`config.mk`:
```
export PLATFORM = sky130hd
export DESIGN_NAME = id_ex_operand_stage_flat
export DESIGN_NICKNAME = d
export VERILOG_FILES = /design/src/rtl/id_ex_operand_stage_pkg.sv /design/src/rtl/id_ex_operand_stage_if.sv /design/src/rtl/id_ex_operand_stage_fwd_mux.sv /design/src/rtl/id_ex_operand_stage.sv /design/src/flat_wrapper.sv
export SDC_FILE = /design/constraint.sdc
export NUM_CORES = 1
export LEC_CHECK = 0
export CAP_MARGIN = 40
export CORE_UTILIZATION = 33
export CTS_CLUSTER_SIZE = 10
export DETAILED_ROUTE_END_ITERATION = 16
export GPL_TIMING_DRIVEN = 0
export PLACE_DENSITY = 0.65
export SYNTH_ARGS = -nofsm -noshare
export SYNTH_HDL_FRONTEND = slang
export SYNTH_HIERARCHICAL = 1
export SYNTH_SLANG_ARGS = --single-unit
```
`constraint.sdc`:
```
create_clock -name clk -period 6.6 [get_ports clk]
set_input_delay 0.99 -clock clk [delete_from_list [all_inputs] [get_ports clk]]
set_output_delay 0.99 -clock clk [all_outputs]
set_load 0.05 [all_outputs]
```
`src/rtl/id_ex_operand_stage_pkg.sv`:
```
`default_nettype none
// ============================================================================
// Module  : id_ex_operand_stage_pkg
// Brief   : Shared widths, operand-select encodings and ALU function codes.
// Revision: 1.0 - initial release
// ============================================================================
package id_ex_operand_stage_pkg;

  localparam int XLEN = 32;
  localparam int RA_W = 5;

  typedef enum logic {
    OP1_RS1 = 1'b0,
    OP1_PC  = 1'b1
  } op1_sel_e;

  typedef enum logic {
    OP2_RS2 = 1'b0,
    OP2_IMM = 1'b1
  } op2_sel_e;

  typedef enum logic [2:0] {
    F3_ADD  = 3'b000,
    F3_SLL  = 3'b001,
    F3_SLT  = 3'b010,
    F3_SLTU = 3'b011,
    F3_XOR  = 3'b100,
    F3_SR   = 3'b101,
    F3_OR   = 3'b110,
    F3_AND  = 3'b111
  } func3_e;

  localparam logic [6:0] FUNC7_ALT = 7'h20;

endpackage
`default_nettype wire

```
`src/rtl/id_ex_operand_stage_if.sv`:
```
`default_nettype none
// ============================================================================
// Module  : id_ex_operand_stage_if
// Brief   : Decode-side, EX-side and forwarding signals of the ID/EX stage.
// Revision: 1.0 - initial release
// ============================================================================
interface id_ex_operand_stage_if #(
  parameter int XLEN = 32,
  parameter int RA_W = 5
);

  logic            in_valid;
  logic            in_ready;
  logic [XLEN-1:0] in_pc;
  logic [RA_W-1:0] in_rs1_addr;
  logic [RA_W-1:0] in_rs2_addr;
  logic [XLEN-1:0] in_rs1_data;
  logic [XLEN-1:0] in_rs2_data;
  logic [XLEN-1:0] in_imm;
  logic [2:0]      in_func3;
  logic [6:0]      in_func7;
  logic [RA_W-1:0] in_rd_addr;
  logic            in_op1_sel;
  logic            in_op2_sel;
  logic            in_is_load;
  logic            flush;

  logic            exmem_wr;
  logic [RA_W-1:0] exmem_rd;
  logic [XLEN-1:0] exmem_data;
  logic            memwb_wr;
  logic [RA_W-1:0] memwb_rd;
  logic [XLEN-1:0] memwb_data;

  logic            out_valid;
  logic            out_ready;
  logic [XLEN-1:0] out_op1;
  logic [XLEN-1:0] out_op2;
  logic [2:0]      out_func3;
  logic [6:0]      out_func7;
  logic [RA_W-1:0] out_rd_addr;
  logic [XLEN-1:0] out_store_data;
  logic            out_is_load;
  logic            hazard_stall;

  modport master (
    output in_valid, in_pc, in_rs1_addr, in_rs2_addr, in_rs1_data, in_rs2_data,
           in_imm, in_func3, in_func7, in_rd_addr, in_op1_sel, in_op2_sel,
           in_is_load, flush,
           exmem_wr, exmem_rd, exmem_data, memwb_wr, memwb_rd, memwb_data,
           out_ready,
    input  in_ready, out_valid, out_op1, out_op2, out_func3, out_func7,
           out_rd_addr, out_store_data, out_is_load, hazard_stall
  );

  modport slave (
    input  in_valid, in_pc, in_rs1_addr, in_rs2_addr, in_rs1_data, in_rs2_data,
           in_imm, in_func3, in_func7, in_rd_addr, in_op1_sel, in_op2_sel,
           in_is_load, flush,
           exmem_wr, exmem_rd, exmem_data, memwb_wr, memwb_rd, memwb_data,
           out_ready,
    output in_ready, out_valid, out_op1, out_op2, out_func3, out_func7,
           out_rd_addr, out_store_data, out_is_load, hazard_stall
  );

endinterface
`default_nettype wire

```
`src/rtl/id_ex_operand_stage_fwd_mux.sv`:
```
`default_nettype none
// ============================================================================
// Module  : id_ex_operand_stage_fwd_mux
// Brief   : Single-operand bypass selector; EX/MEM beats MEM/WB, x0 never bypassed.
// Revision: 1.0 - initial release
// ============================================================================
module id_ex_operand_stage_fwd_mux #(
  parameter int XLEN = 32,
  parameter int RA_W = 5
) (
  input  wire logic [RA_W-1:0] i_addr,
  input  wire logic [XLEN-1:0] i_raw,
  input  wire logic            i_exmem_wr,
  input  wire logic [RA_W-1:0] i_exmem_rd,
  input  wire logic [XLEN-1:0] i_exmem_data,
  input  wire logic            i_memwb_wr,
  input  wire logic [RA_W-1:0] i_memwb_rd,
  input  wire logic [XLEN-1:0] i_memwb_data,
  output logic      [XLEN-1:0] o_data
);

  logic w_nonzero;
  logic w_hit_exmem;
  logic w_hit_memwb;

  assign w_nonzero   = (i_addr != '0);
  assign w_hit_exmem = w_nonzero && i_exmem_wr && (i_exmem_rd == i_addr);
  assign w_hit_memwb = w_nonzero && i_memwb_wr && (i_memwb_rd == i_addr);

  always_comb begin
    o_data = i_raw;
    if (w_hit_exmem) begin
      o_data = i_exmem_data;
    end else if (w_hit_memwb) begin
      o_data = i_memwb_data;
    end
  end

endmodule
`default_nettype wire

```
`src/rtl/id_ex_operand_stage.sv`:
```
`default_nettype none
// ============================================================================
// Module  : id_ex_operand_stage
// Brief   : ID/EX register with output-side forwarding, load-use bubbles, flush.
// Revision: 1.0 - initial release
// ============================================================================
module id_ex_operand_stage #(
  parameter int XLEN = 32,
  parameter int RA_W = 5
) (
  input  wire logic             clk,
  input  wire logic             rst,
  id_ex_operand_stage_if.slave  bus
);

  import id_ex_operand_stage_pkg::*;

  logic            r_valid;
  logic [XLEN-1:0] r_pc;
  logic [RA_W-1:0] r_rs1_addr;
  logic [RA_W-1:0] r_rs2_addr;
  logic [XLEN-1:0] r_rs1_data;
  logic [XLEN-1:0] r_rs2_data;
  logic [XLEN-1:0] r_imm;
  logic [2:0]      r_func3;
  logic [6:0]      r_func7;
  logic [RA_W-1:0] r_rd_addr;
  logic            r_op1_sel;
  logic            r_op2_sel;
  logic            r_is_load;

  logic            w_rs1_dep;
  logic            w_rs2_dep;
  logic            w_load_use;
  logic            w_in_ready;
  logic            w_in_fire;
  logic            w_out_fire;
  logic [XLEN-1:0] w_rs1_fwd;
  logic [XLEN-1:0] w_rs2_fwd;

  // rs2 counts even for immediate forms because it may also feed store data.
  assign w_rs1_dep  = (bus.in_op1_sel == OP1_RS1) && (bus.in_rs1_addr == r_rd_addr);
  assign w_rs2_dep  = (bus.in_rs2_addr == r_rd_addr);
  assign w_load_use = r_valid && r_is_load && (r_rd_addr != '0) && bus.in_valid
                      && (w_rs1_dep || w_rs2_dep);

  assign w_in_ready = bus.flush || ((!r_valid || bus.out_ready) && !w_load_use);
  assign w_in_fire  = bus.in_valid && w_in_ready;
  assign w_out_fire = r_valid && bus.out_ready;

  always_ff @(posedge clk or posedge rst) begin
    if (rst) begin
      r_valid    <= 1'b0;
      r_pc       <= '0;
      r_rs1_addr <= '0;
      r_rs2_addr <= '0;
      r_rs1_data <= '0;
      r_rs2_data <= '0;
      r_imm      <= '0;
      r_func3    <= '0;
      r_func7    <= '0;
      r_rd_addr  <= '0;
      r_op1_sel  <= 1'b0;
      r_op2_sel  <= 1'b0;
      r_is_load  <= 1'b0;
    end else if (bus.flush) begin
      r_valid <= 1'b0;
    end else if (w_in_fire) begin
      r_valid    <= 1'b1;
      r_pc       <= bus.in_pc;
      r_rs1_addr <= bus.in_rs1_addr;
      r_rs2_addr <= bus.in_rs2_addr;
      r_rs1_data <= bus.in_rs1_data;
      r_rs2_data <= bus.in_rs2_data;
      r_imm      <= bus.in_imm;
      r_func3    <= bus.in_func3;
      r_func7    <= bus.in_func7;
      r_rd_addr  <= bus.in_rd_addr;
      r_op1_sel  <= bus.in_op1_sel;
      r_op2_sel  <= bus.in_op2_sel;
      r_is_load  <= bus.in_is_load;
    end else if (w_out_fire) begin
      r_valid <= 1'b0;
    end
  end

  // Bypass after the register so a stalled operand keeps picking up new results.
  id_ex_operand_stage_fwd_mux #(
    .XLEN (XLEN),
    .RA_W (RA_W)
  ) u_fwd_rs1 (
    .i_addr       (r_rs1_addr),
    .i_raw        (r_rs1_data),
    .i_exmem_wr   (bus.exmem_wr),
    .i_exmem_rd   (bus.exmem_rd),
    .i_exmem_data (bus.exmem_data),
    .i_memwb_wr   (bus.memwb_wr),
    .i_memwb_rd   (bus.memwb_rd),
    .i_memwb_data (bus.memwb_data),
    .o_data       (w_rs1_fwd)
  );

  id_ex_operand_stage_fwd_mux #(
    .XLEN (XLEN),
    .RA_W (RA_W)
  ) u_fwd_rs2 (
    .i_addr       (r_rs2_addr),
    .i_raw        (r_rs2_data),
    .i_exmem_wr   (bus.exmem_wr),
    .i_exmem_rd   (bus.exmem_rd),
    .i_exmem_data (bus.exmem_data),
    .i_memwb_wr   (bus.memwb_wr),
    .i_memwb_rd   (bus.memwb_rd),
    .i_memwb_data (bus.memwb_data),
    .o_data       (w_rs2_fwd)
  );

  assign bus.in_ready       = w_in_ready;
  assign bus.hazard_stall   = w_load_use && !bus.flush;
  assign bus.out_valid      = r_valid;
  assign bus.out_op1        = (r_op1_sel == OP1_PC)  ? r_pc  : w_rs1_fwd;
  assign bus.out_op2        = (r_op2_sel == OP2_IMM) ? r_imm : w_rs2_fwd;
  assign bus.out_store_data = w_rs2_fwd;
  assign bus.out_func3      = r_func3;
  assign bus.out_func7      = r_func7;
  assign bus.out_rd_addr    = r_rd_addr;
  assign bus.out_is_load    = r_is_load;

endmodule
`default_nettype wire

```
`src/flat_wrapper.sv`:
```
// flat-port wrapper written by rule: the top's interface ports become plain ports
module id_ex_operand_stage_flat import id_ex_operand_stage_pkg::*;
#(
  parameter int XLEN = 32,
  parameter int RA_W = 5
)
  (clk, rst, bus_in_valid, bus_in_pc, bus_in_rs1_addr, bus_in_rs2_addr, bus_in_rs1_data, bus_in_rs2_data, bus_in_imm, bus_in_func3, bus_in_func7, bus_in_rd_addr, bus_in_op1_sel, bus_in_op2_sel, bus_in_is_load, bus_flush, bus_exmem_wr, bus_exmem_rd, bus_exmem_data, bus_memwb_wr, bus_memwb_rd, bus_memwb_data, bus_out_ready, bus_in_ready, bus_out_valid, bus_out_op1, bus_out_op2, bus_out_func3, bus_out_func7, bus_out_rd_addr, bus_out_store_data, bus_out_is_load, bus_hazard_stall);
  id_ex_operand_stage_if #(.XLEN(XLEN), .RA_W(RA_W)) bus_i ();
  input  wire logic clk;
  input  wire logic rst;
  input wire logic [$bits(bus_i.in_valid)-1:0] bus_in_valid;
  input wire logic [$bits(bus_i.in_pc)-1:0] bus_in_pc;
  input wire logic [$bits(bus_i.in_rs1_addr)-1:0] bus_in_rs1_addr;
  input wire logic [$bits(bus_i.in_rs2_addr)-1:0] bus_in_rs2_addr;
  input wire logic [$bits(bus_i.in_rs1_data)-1:0] bus_in_rs1_data;
  input wire logic [$bits(bus_i.in_rs2_data)-1:0] bus_in_rs2_data;
  input wire logic [$bits(bus_i.in_imm)-1:0] bus_in_imm;
  input wire logic [$bits(bus_i.in_func3)-1:0] bus_in_func3;
  input wire logic [$bits(bus_i.in_func7)-1:0] bus_in_func7;
  input wire logic [$bits(bus_i.in_rd_addr)-1:0] bus_in_rd_addr;
  input wire logic [$bits(bus_i.in_op1_sel)-1:0] bus_in_op1_sel;
  input wire logic [$bits(bus_i.in_op2_sel)-1:0] bus_in_op2_sel;
  input wire logic [$bits(bus_i.in_is_load)-1:0] bus_in_is_load;
  input wire logic [$bits(bus_i.flush)-1:0] bus_flush;
  input wire logic [$bits(bus_i.exmem_wr)-1:0] bus_exmem_wr;
  input wire logic [$bits(bus_i.exmem_rd)-1:0] bus_exmem_rd;
  input wire logic [$bits(bus_i.exmem_data)-1:0] bus_exmem_data;
  input wire logic [$bits(bus_i.memwb_wr)-1:0] bus_memwb_wr;
  input wire logic [$bits(bus_i.memwb_rd)-1:0] bus_memwb_rd;
  input wire logic [$bits(bus_i.memwb_data)-1:0] bus_memwb_data;
  input wire logic [$bits(bus_i.out_ready)-1:0] bus_out_ready;
  output wire logic [$bits(bus_i.in_ready)-1:0] bus_in_ready;
  output wire logic [$bits(bus_i.out_valid)-1:0] bus_out_valid;
  output wire logic [$bits(bus_i.out_op1)-1:0] bus_out_op1;
  output wire logic [$bits(bus_i.out_op2)-1:0] bus_out_op2;
  output wire logic [$bits(bus_i.out_func3)-1:0] bus_out_func3;
  output wire logic [$bits(bus_i.out_func7)-1:0] bus_out_func7;
  output wire logic [$bits(bus_i.out_rd_addr)-1:0] bus_out_rd_addr;
  output wire logic [$bits(bus_i.out_store_data)-1:0] bus_out_store_data;
  output wire logic [$bits(bus_i.out_is_load)-1:0] bus_out_is_load;
  output wire logic [$bits(bus_i.hazard_stall)-1:0] bus_hazard_stall;
  assign bus_i.in_valid = bus_in_valid;
  assign bus_i.in_pc = bus_in_pc;
  assign bus_i.in_rs1_addr = bus_in_rs1_addr;
  assign bus_i.in_rs2_addr = bus_in_rs2_addr;
  assign bus_i.in_rs1_data = bus_in_rs1_data;
  assign bus_i.in_rs2_data = bus_in_rs2_data;
  assign bus_i.in_imm = bus_in_imm;
  assign bus_i.in_func3 = bus_in_func3;
  assign bus_i.in_func7 = bus_in_func7;
  assign bus_i.in_rd_addr = bus_in_rd_addr;
  assign bus_i.in_op1_sel = bus_in_op1_sel;
  assign bus_i.in_op2_sel = bus_in_op2_sel;
  assign bus_i.in_is_load = bus_in_is_load;
  assign bus_i.flush = bus_flush;
  assign bus_i.exmem_wr = bus_exmem_wr;
  assign bus_i.exmem_rd = bus_exmem_rd;
  assign bus_i.exmem_data = bus_exmem_data;
  assign bus_i.memwb_wr = bus_memwb_wr;
  assign bus_i.memwb_rd = bus_memwb_rd;
  assign bus_i.memwb_data = bus_memwb_data;
  assign bus_i.out_ready = bus_out_ready;
  assign bus_in_ready = bus_i.in_ready;
  assign bus_out_valid = bus_i.out_valid;
  assign bus_out_op1 = bus_i.out_op1;
  assign bus_out_op2 = bus_i.out_op2;
  assign bus_out_func3 = bus_i.out_func3;
  assign bus_out_func7 = bus_i.out_func7;
  assign bus_out_rd_addr = bus_i.out_rd_addr;
  assign bus_out_store_data = bus_i.out_store_data;
  assign bus_out_is_load = bus_i.out_is_load;
  assign bus_hazard_stall = bus_i.hazard_stall;
  id_ex_operand_stage #(.XLEN(XLEN), .RA_W(RA_W)) u_core (.clk(clk), .rst(rst), .bus(bus_i));
endmodule
```
==> impl_metrics.tcl, run 1 <==
set metrics [dict create \
    postCtsSetupBuffers 0 \
    worst_setup_path_end_kind "output port" \
    vias_in_the_first_global_route 7853 \
    tritonroute_pass_1_iters 5 \
    setup_viol_count_final 0 \
    gp_congestion 0.8613 \
    cts-root-to-sink-buffers 2 \
    fp.dieArea_um2 26980 \
    syn_inst 766 \
    die_h_um 164.3 \
    dp_slack_ns 1.369 \
    pin_count 352 \
    cts_repair_resize_count 0 \
    crit_fanout 10 \
    async_flop_share_pct 100.0 \
    leakage_nw 4.959 \
    period_needed_ns 5.262 \
    antenna_violating_nets_post_route 0 \
    site_rows 59 \
    via_count 7705 \
    grt_setup_unrepaired "no" \
    tritoncts "yes" \
    ir_worst_vdd_uv 185.9 \
    initial_core_util_pct 33.53 \
    core-area_um2 25910 \
    synth.top_cells.by_count "sky130_fd_sc_hd__dfrtp_1, sky130_fd_sc_hd__mux2_1, sky130_fd_sc_hd__mux2_2" \
    setup_slack_ns 1.338 \
    global_route.usage.total_pct 23.99 \
    slew_violations 0 \
    regToRegEndpoint "u_core/r_pc[8]" \
    syn-mean-instance-area_um2 11.34 \
    worstHoldEndpoint "u_core/r_rs1_data[11]" \
    ys_warn_count 6 \
    final_report_hold_violation_count 0 \
    clkTransAtPathRegs_ns 0.06 \
    max_freq_mhz 190.0 \
    post-synth-top-area-cell "sky130_fd_sc_hd__dfrtp_1" \
    cellPowerDensity_nw_per_um2 301.8 \
    synth.net_count 1003 \
    run_status "completed" \
    ys.flop_type "sky130_fd_sc_hd__dfrtp_1" \
    rrSetupSlack_ns 4.23 \
    dp_hpwl_um 24740 \
    layout-drive-gt1-share_pct 13.65 \
    synth_seq_area_share_pct 45.22 \
    worst_r2r_startpoint "u_core/bus.out_rd_addr[0]" \
    yosys.area.top_type_share_pct 45.22 \
    nNetsFinal 1374 \
    hold_path.startpoint "u_core/r_rs1_data[11]" \
    actual_slew_at_the_worst_max_slew_pin_ns 0.7247 \
    layout_worst_path_cycle_share_pct 79.73 \
    grt_first_pass_wirelength_um 47660 \
    fillCellCount 2344 \
    launching_element_type_of_the_critical_path "input port" \
    first_iter_violations 411 \
    worstRegToRegCells 7 \
    timing.hold.worst.class "reg -> reg" \
    placement.io_buffers 351 \
    wl_um 32210 \
    synth_edf_count 0 \
    cts_htree_levels 4 \
    final_design_area_no_fill_um2 13270 \
    grt_max_degree 81 \
    hold_path_depth 1 \
    antenna_found_initial 1 \
    clock-root-buffer "sky130_fd_sc_hd__clkbuf_16" \
    placed_cell_area_um2 12660 \
    timing.slew.headroom_pct 51.69 \
    synth_cell_types 30 \
    path_class "in -> out" \
    overflow 0 \
    cts_num_sinks 157 \
    worstPathArrival_ns 4.27 \
    yosysMostFrequentCell "sky130_fd_sc_hd__dfrtp_1" \
    drv_cap 0 \
    remaining_drc_errors 0 \
    drt-wirelength-per-cell_um 21.67 \
    worst_ep_required_time_ns 5.61 \
    via_per_inst 5.185 \
    netlist_top_cells_area "sky130_fd_sc_hd__dfrtp_1, sky130_fd_sc_hd__mux2_1, sky130_fd_sc_hd__mux2_2" \
    yosys_register_bits 157 \
    fin_skew_ns 0.008397 \
    layout_area_overhead_pct 52.68 \
    syn_area_um2 8688 \
    number_of_buffers_created_by_cts 17 \
    clk-insertion-delay-late_ns 0.43 \
    post_cts_hold_buffer_count 0 \
    dieWidth_um 164.3 \
]
==> per-layer routing <==
layer	share of wire, %	up-vias	track usage (%)	wire, um
met4	2.1	0	7.449	662
met5	0	-	0	0
li1	-	3603	-	-
met1	42	3774	30.44	13560
met2	49	293	40.28	15900
met3	6.5	35	5.455	2091
==> layout by cell type, fill, tap and decap left out, types with 2 or more instances in the layout <==
master / n
sky130_fd_sc_hd__nand2_1: 2
sky130_fd_sc_hd__a31oi_1: 64
sky130_fd_sc_hd__mux2_1: 140
sky130_fd_sc_hd__buf_4: 8
sky130_fd_sc_hd__bufinv_16: 2
sky130_fd_sc_hd__buf_2: 9
sky130_fd_sc_hd__o21ai_0: 54
sky130_fd_sc_hd__clkdlybuf4s50_1: 351
sky130_fd_sc_hd__buf_6: 14
sky130_fd_sc_hd__clkinv_4: 5
sky130_fd_sc_hd__clkinvlp_4: 2
sky130_fd_sc_hd__inv_6: 4
sky130_fd_sc_hd__xnor2_1: 29
sky130_fd_sc_hd__o211ai_2: 4
sky130_fd_sc_hd__and4_1: 2
sky130_fd_sc_hd__o21ai_1: 10
sky130_fd_sc_hd__clkbuf_8: 2
sky130_fd_sc_hd__nand4_1: 5
sky130_fd_sc_hd__o211a_1: 2
sky130_fd_sc_hd__nor2_1: 4
sky130_fd_sc_hd__nor3_1: 65
sky130_fd_sc_hd__clkbuf_2: 6
sky130_fd_sc_hd__dfrtp_1: 157
sky130_fd_sc_hd__clkbuf_1: 34
sky130_fd_sc_hd__clkbuf_16: 17
sky130_fd_sc_hd__or4_4: 2
sky130_fd_sc_hd__nand3_1: 65
sky130_fd_sc_hd__mux2_2: 80
sky130_fd_sc_hd__or2_1: 2
==> report_power, final <==
| part | leakage, nW | switching (mW) | internal (mW) | total, mW |
|---|---|---|---|---|
| clock network | 0.291 | 0.453 | 0.586 | 1.04 |
| registers | 1.84 | 0.0931 | 1.12 | 1.21 |
| logic | 2.82 | 1.06 | 0.693 | 1.75 |
| total | 4.96 | 1.60 | 2.40 | 4.00 |
==> critical path: stages <==
cell	delay [ns]
sky130_fd_sc_hd__clkdlybuf4s50_1	0.54
sky130_fd_sc_hd__xnor2_1	0.14
sky130_fd_sc_hd__nand4_1	0.49
sky130_fd_sc_hd__or2_1	0.40
sky130_fd_sc_hd__buf_2	0.18
sky130_fd_sc_hd__buf_4	0.20
sky130_fd_sc_hd__a31oi_1	0.28
sky130_fd_sc_hd__mux2_2	0.21
sky130_fd_sc_hd__clkdlybuf4s50_1	0.83
==> sequential cells by signal (all words and copies together) (netlist names), 3 cells and up <==
register and cells:
u_core/r_rs1_addr 5, u_core/bus.out_rd_addr 5, u_core/bus.out_func7 7, u_core/r_rs2_data 32, u_core/bus.out_func3 3, u_core/r_rs1_data 32
u_core/r_rs2_addr 5, u_core/r_imm 32, u_core/r_pc 32
==> logic make-up after synthesis <==
logic type	synth area share, %
AOI/OAI and AO/OA	9.490
xor gates and xnor gates	3.024
buffers and inverters	4.882
DFF	45.22
muxes	28.51
and+or+nand+nor	8.871
==> worst max path at each step <==
stage	from	endpoint	slack (ns)	depth (start not counted)
finish	bus_exmem_rd[4]	bus_out_op2[29]	1.34	9
CTS	bus_exmem_rd[4]	bus_out_op2[29]	1.35	9
global placement	rst	u_core/r_rs2_data[18]	-1.23	2
detailed placement	bus_exmem_rd[4]	bus_out_op2[29]	1.37	9
floorplan	rst	u_core/bus.out_func3[0]	1.38	1
global route	bus_exmem_rd[4]	bus_out_op2[19]	1.21	9
==> cell type report <==
class / instances / area, um2 / area share [%]
Tap cell: 335 / 419.2 / 3.160
Timing Repair Buffer: 352 / 3541 / 26.69
Inverter: 1 / 11.26 / 0.08489
Buffer: 71 / 420.4 / 3.169
Sequential cell: 157 / 3929 / 29.62
Multi-Input combinational cell: 537 / 4335 / 32.68
Clock inverter: 13 / 153.9 / 1.160
Clock buffer: 19 / 452.9 / 3.414
Antenna cell: 1 / 2.502 / 0.01886
==> per-stage QoR <==
| stage | cells | utilization [%] | total power [mW] | TNS, ns | hold WS [ns] |
|---|---|---|---|---|---|
| global route | 1486 | 51.20 | 4.180 | 0 | 0.4974 |
| detailed placement | 1453 | 48.84 | 2.982 | 0 | 0.4684 |
| finish | 1486 | 51.20 | 4.003 | 0 | 0.4801 |
| floorplan | 766 | - | 2.325 | 0 | 0.4512 |
| global placement | 1452 | 48.71 | 2.966 | -191.51 | 0.4602 |
| CTS | 1485 | 51.19 | 4.036 | 0 | 0.4842 |
Note: power is estimated with default switching activity, not from simulation.
==> inputs of run 2 (changes only) <==
PLACE_DENSITY = 0.67   (was 0.65)
clock period = 4.4 ns   (was 6.6 ns; I/O delays follow)
==> impl_metrics.tcl, run 2 (same netlist as run 1, synthesis figures left out) <==
set metrics [dict create \
    clkTransAtPathRegs_ns 0.06 \
    initial_core_util_pct 33.53 \
    setup_viol_count_final 0 \
    fin_skew_ns 0.009540 \
    via_count 7804 \
    clk-insertion-delay-late_ns 0.43 \
    worstPathArrival_ns 3.62 \
    nNetsFinal 1380 \
    fillCellCount 2375 \
    cellPowerDensity_nw_per_um2 449.1 \
    die_h_um 164.3 \
    global_route.usage.total_pct 23.73 \
    post_cts_hold_buffer_count 0 \
    slew_violations 0 \
    placed_cell_area_um2 12730 \
    top_layer_in_use "met4" \
    layout-drive-gt1-share_pct 14.45 \
    post-place-cells 1457 \
    first_iter_violations 504 \
    crit_fanout 10 \
    wl_um 32230 \
    aggregate_negative_setup_slack_ns 0 \
    tritoncts "yes" \
    cts-root-to-sink-buffers 2 \
    power_mw 6.043 \
    overflow 0 \
    wl_met1_um 13700 \
    tritonroute_pass_1_iters 5 \
    leakage_nw 5.334 \
    final_design_area_no_fill_um2 13450 \
    pin_count 352 \
    drv_cap 0 \
    timing.hold.worst.class "reg -> reg" \
    final_report_hold_violation_count 0 \
    grt_setup_unrepaired "no" \
    antenna_found_initial 0 \
    setup_slack_ns 0.1198 \
    worst_setup_path_end_kind "output port" \
    most_common_cell_after_layout_fill_and_taps_aside "sky130_fd_sc_hd__clkdlybuf4s50_1" \
    cts_htree_levels 4 \
    vias_in_the_first_global_route 7885 \
    launching_element_type_of_the_critical_path "input port" \
    timing.slew.headroom_pct 50.75 \
    drt-wirelength-per-cell_um 21.61 \
    commonest_cells_after_routing_fill_and_taps_aside "sky130_fd_sc_hd__clkdlybuf4s50_1, sky130_fd_sc_hd__dfrtp_1, sky130_fd_sc_hd__mux2_1" \
    n_antenna_cell 0 \
    gp_congestion 0.8988 \
    stdcell_count 1491 \
    actual_slew_at_the_worst_max_slew_pin_ns 0.7387 \
    layout_area_overhead_pct 54.85 \
    dp_slack_ns -0.1315 \
    layout_worst_path_cycle_share_pct 97.28 \
    grt_max_degree 37 \
    via_per_inst 5.234 \
    run_status "completed" \
    grt_first_pass_wirelength_um 47220 \
    fp.dieArea_um2 26980 \
    period_needed_ns 4.280 \
    path_class "in -> out" \
    number_of_buffers_created_by_cts 17 \
    placement.io_buffers 351 \
    worst_ep_required_time_ns 3.74 \
    site_rows 59 \
    remaining_drc_errors 0 \
    core-area_um2 25910 \
    clock-root-buffer "sky130_fd_sc_hd__clkbuf_16" \
    cts_num_sinks 157 \
    antenna_violating_nets_post_route 0 \
    wl_met3_um 2163 \
    ir_worst_vdd_uv 263.6 \
    dp_hpwl_um 25100 \
    max_freq_mhz 233.6 \
    wl_met2_um 15600 \
    dieWidth_um 164.3 \
]
==> run 2: changes by cell type in the layout (fill, tap and decap cells not counted), sizes merged <==
cell / delta
dlygate4sd2: +7
dlymetal6s2s: +31
diode: -1
clkinvlp: +1
inv: -3
clkdlybuf4s50: -38
bufinv: +2
buf: +6
==> run 2: final cells by class <==
type                    instances  area [um2]  share of cell area (%)
plain buffers                  71       427.9                   3.180
clock buffers                  19       432.9                   3.218
clock inverters                13       188.9                   1.404
inverters                       1       7.507                 0.05580
multi-input cells             537        4344                   32.29
flip-flops and latches        157        3929                   29.20
well taps                     335       419.2                   3.115
repair buffers                358        3705                   27.54
==> run 2: worst paths after layout <==
path | cells after the start | from | slack [ns] | endpoint
worst max register to register | 7 | u_core/bus.out_rd_addr[0] | 2.03 | u_core/r_pc[14]
min in group asynchronous | 2 | rst | 0.60 | u_core/r_imm[2]
worst max-delay path | 8 | bus_memwb_rd[1] | 0.12 | bus_out_op1[17]
worst min register to register | 1 | u_core/r_rs1_data[30] | 0.48 | u_core/r_rs1_data[30]
max in group asynchronous | 5 | rst | 2.89 | u_core/r_rs2_addr[2]
worst min-delay path | 1 | u_core/r_rs1_data[30] | 0.48 | u_core/r_rs1_data[30]
==> run 2: per-layer routing <==
layer	vias up	global-route usage (%)
met5	-	0
met4	0	7.997
met3	45	5.581
met2	318	39.36
met1	3832	30.15
li1	3609	-
==> run 2: per-stage QoR <==
stage                     utilization (%)  hold slack [ns]
after floorplan                         -           0.4512
after global placement              48.72           0.4612
after detailed placement            49.14           0.4686
after CTS                           51.57           0.4851
after global routing                51.92           0.4966
final                               51.92           0.4791
==> run 2: critical path, cell delays in order <==
cell and delay [ns]:
sky130_fd_sc_hd__clkdlybuf4s50_1 0.46, sky130_fd_sc_hd__xnor2_1 0.25, sky130_fd_sc_hd__o211a_1 0.40, sky130_fd_sc_hd__clkbuf_1 0.47, sky130_fd_sc_hd__nand3_1 0.15, sky130_fd_sc_hd__a31oi_1 0.22, sky130_fd_sc_hd__mux2_2 0.19, sky130_fd_sc_hd__clkdlybuf4s50_1 0.81
==> run 2: power breakdown <==
part           internal, mW  switching, mW
logic                  1.03           1.59
clock network         0.955          0.648
registers              1.68          0.144
total                  3.67           2.38
==> run 2: repair_timing <==
| item | 4_1_cts | 5_1_grt |
|---|---|---|
| setup buffers | 2 | 0 |
| resized for setup | 9 | 40 |
| pin swaps | 2 | 0 |
| setup endpoints to repair | 35 | 58 |
==> inputs of run 3 (changes only) <==
==> constraint.sdc (replaced) <==
create_clock -name clk -period 4.4 [get_ports clk]
set_input_delay 0.66 -clock clk [delete_from_list [all_inputs] [get_ports clk]]
set_output_delay 0.66 -clock clk [all_outputs]
set_load 0.1 [all_outputs]
==> impl_metrics.tcl, run 3 (same netlist as run 1, synthesis figures left out) <==
set metrics [dict create \
    remaining_drc_errors 0 \
    worst_ep_required_time_ns 3.74 \
    period_needed_ns 4.259 \
    initial_core_util_pct 33.53 \
    timing.hold.worst.class "reg -> reg" \
    launching_element_type_of_the_critical_path "input port" \
    antenna_violating_nets_post_route 0 \
    timing.slew.headroom_pct 43.54 \
    clock-root-buffer "sky130_fd_sc_hd__clkbuf_16" \
    cellPowerDensity_nw_per_um2 507.7 \
    layout_area_overhead_pct 78.69 \
    antenna_found_initial 4 \
    cts_num_sinks 157 \
    critical_path.most_common_cell "sky130_fd_sc_hd__clkdlybuf4s50_1" \
    dp_hpwl_um 27070 \
    grt_setup_unrepaired "yes" \
    global_route.usage.total_pct 25.83 \
    nNetsFinal 1494 \
    layout-drive-gt1-share_pct 24.96 \
    placement.io_buffers 351 \
    run_status "completed" \
    top_family_by_delay_on_critical_path "buffers and inverters" \
    number_of_buffers_created_by_cts 17 \
    slew_violations 0 \
    final_report_hold_violation_count 0 \
    most_common_cell_after_layout_fill_and_taps_aside "sky130_fd_sc_hd__clkdlybuf4s50_1" \
    leakage_nw 5.968 \
    drv_cap 0 \
    die_h_um 164.3 \
    cts-root-to-sink-buffers 2 \
    power_mw 7.882 \
    clkTransAtPathRegs_ns 0.07 \
    wl_um 34330 \
    worstPathCellList "clkdlybuf4s50_1, xnor2_1, o211a_1, clkbuf_1, nand3_1, a31oi_1, mux2_2, clkdlybuf4s50_1, buf_8" \
    layout_worst_path_cycle_share_pct 96.79 \
    fillCellCount 2109 \
    worstPathArrival_ns 3.60 \
    first_iter_violations 484 \
    hold_path.startpoint "u_core/r_pc[28]" \
    core-area_um2 25910 \
    site_rows 59 \
    drt-wirelength-per-cell_um 21.35 \
    pin_count 352 \
    commonest_cells_after_routing_fill_and_taps_aside "sky130_fd_sc_hd__clkdlybuf4s50_1, sky130_fd_sc_hd__dfrtp_1, sky130_fd_sc_hd__mux2_1" \
    fin_skew_ns 0.009231 \
    wl_met1_um 14460 \
    tritonroute_pass_1_iters 5 \
    worst_setup_path_end_kind "output port" \
    actual_slew_at_the_worst_max_slew_pin_ns 0.8452 \
    grt_max_degree 36 \
    crit_slowest_cell "sky130_fd_sc_hd__clkdlybuf4s50_1" \
    worst_r2r_startpoint "u_core/bus.out_rd_addr[4]" \
    top_layer_in_use "met5" \
    via_per_inst 5.141 \
    tritoncts "yes" \
    max_freq_mhz 234.8 \
    ir_worst_vdd_uv 409.8 \
    via_count 8266 \
    dieWidth_um 164.3 \
    wl_met2_um 17000 \
    post-place-cells 1571 \
    slowest_delay_ns 0.51 \
    stdcell_count 1608 \
    overflow 0 \
    post_cts_hold_buffer_count 0 \
    path_class "in -> out" \
    crit_fanout 10 \
    worst-path-buf-inv 4 \
    setup_viol_count_final 0 \
    grt_first_pass_wirelength_um 51860 \
    clk-insertion-delay-late_ns 0.44 \
    crit_path_start "bus_memwb_rd[1]" \
    gp_congestion 0.8509 \
    fp.dieArea_um2 26980 \
    wl_met3_um 1815 \
    cts_htree_levels 4 \
    vias_in_the_first_global_route 8946 \
]
run 3: cell types whose count changed in the layout (fill, tap and decap cells not counted), moves of 4 or more:
| cell | before | now |
|---|---|---|
| sky130_fd_sc_hd__a31oi_2 | 0 | 31 |
| sky130_fd_sc_hd__dlygate4sd2_1 | 7 | 0 |
| sky130_fd_sc_hd__bufinv_16 | 4 | 0 |
| sky130_fd_sc_hd__a31oi_1 | 64 | 32 |
| sky130_fd_sc_hd__buf_16 | 1 | 23 |
| sky130_fd_sc_hd__buf_8 | 0 | 92 |
| sky130_fd_sc_hd__dlymetal6s2s_1 | 31 | 0 |
| sky130_fd_sc_hd__clkdlybuf4s50_1 | 313 | 351 |
run 3: power by group:
part | total [mW] | switching, mW | internal [mW]
clock | 1.44 | 0.691 | 0.749
sequential | 1.82 | 0.142 | 1.68
combinational | 4.62 | 2.76 | 1.86
run 3: what timing repair did:
action / in CTS / in global routing
gates resized for setup: 2 / 13
buffers inserted: 0 / 3
pin swaps: 2 / 1
endpoints found under the setup margin: 2 / 42
run 3: per-layer routing:
layer | vias up | track usage [%]
met5 | - | 0
met4 | 2 | 10.52
met3 | 57 | 4.975
met2 | 306 | 43.94
met1 | 4063 | 31.94
li1 | 3838 | -
run 3: worst paths after layout:
check | slack (ns) | end | cells past startpoint
max | 0.14 | bus_out_op1[8] | 9
min in group asynchronous | 0.75 | u_core/bus.out_func7[0] | 2
min reg2reg | 0.48 | u_core/r_pc[28] | 1
max in group asynchronous | 2.75 | u_core/bus.out_func3[2] | 4
min | 0.48 | u_core/r_pc[28] | 1
max reg2reg | 2.08 | u_core/r_pc[7] | 7
run 3: layout make-up:
class                      instances  area [um2]  area share, %
antenna                            3       7.507        0.04836
inverter                           1       7.507        0.04836
buffer                            70       425.4          2.740
tap                              335       419.2          2.700
clock inverter                    13       107.6         0.6931
timing repair buffer             473        5630          36.27
sequential                       157        3929          25.31
multi-input combinational        537        4556          29.34
clock buffer                      19       442.9          2.853
run 3: through the flow:
| stage | utilization, % | hold slack (ns) | setup slack, ns | setup TNS, ns | instance area, um2 |
|---|---|---|---|---|---|
| 5_1_grt | 59.92 | 0.4993 | -0.0007399 | -0.0007399 | 15520 |
| 2_1_floorplan | - | 0.4512 | 0.4579 | 0 | 8895 |
| 4_1_cts | 59.75 | 0.4838 | 0.02737 | 0 | 15480 |
| 3_5_place_dp | 57.59 | 0.4684 | -0.03894 | -0.06925 | 14920 |
| 3_3_place_gp | 49.50 | 0.4607 | -0.4497 | -24.12 | 12830 |
| 6_report | 59.92 | 0.4819 | 0.1410 | 0 | 15520 |
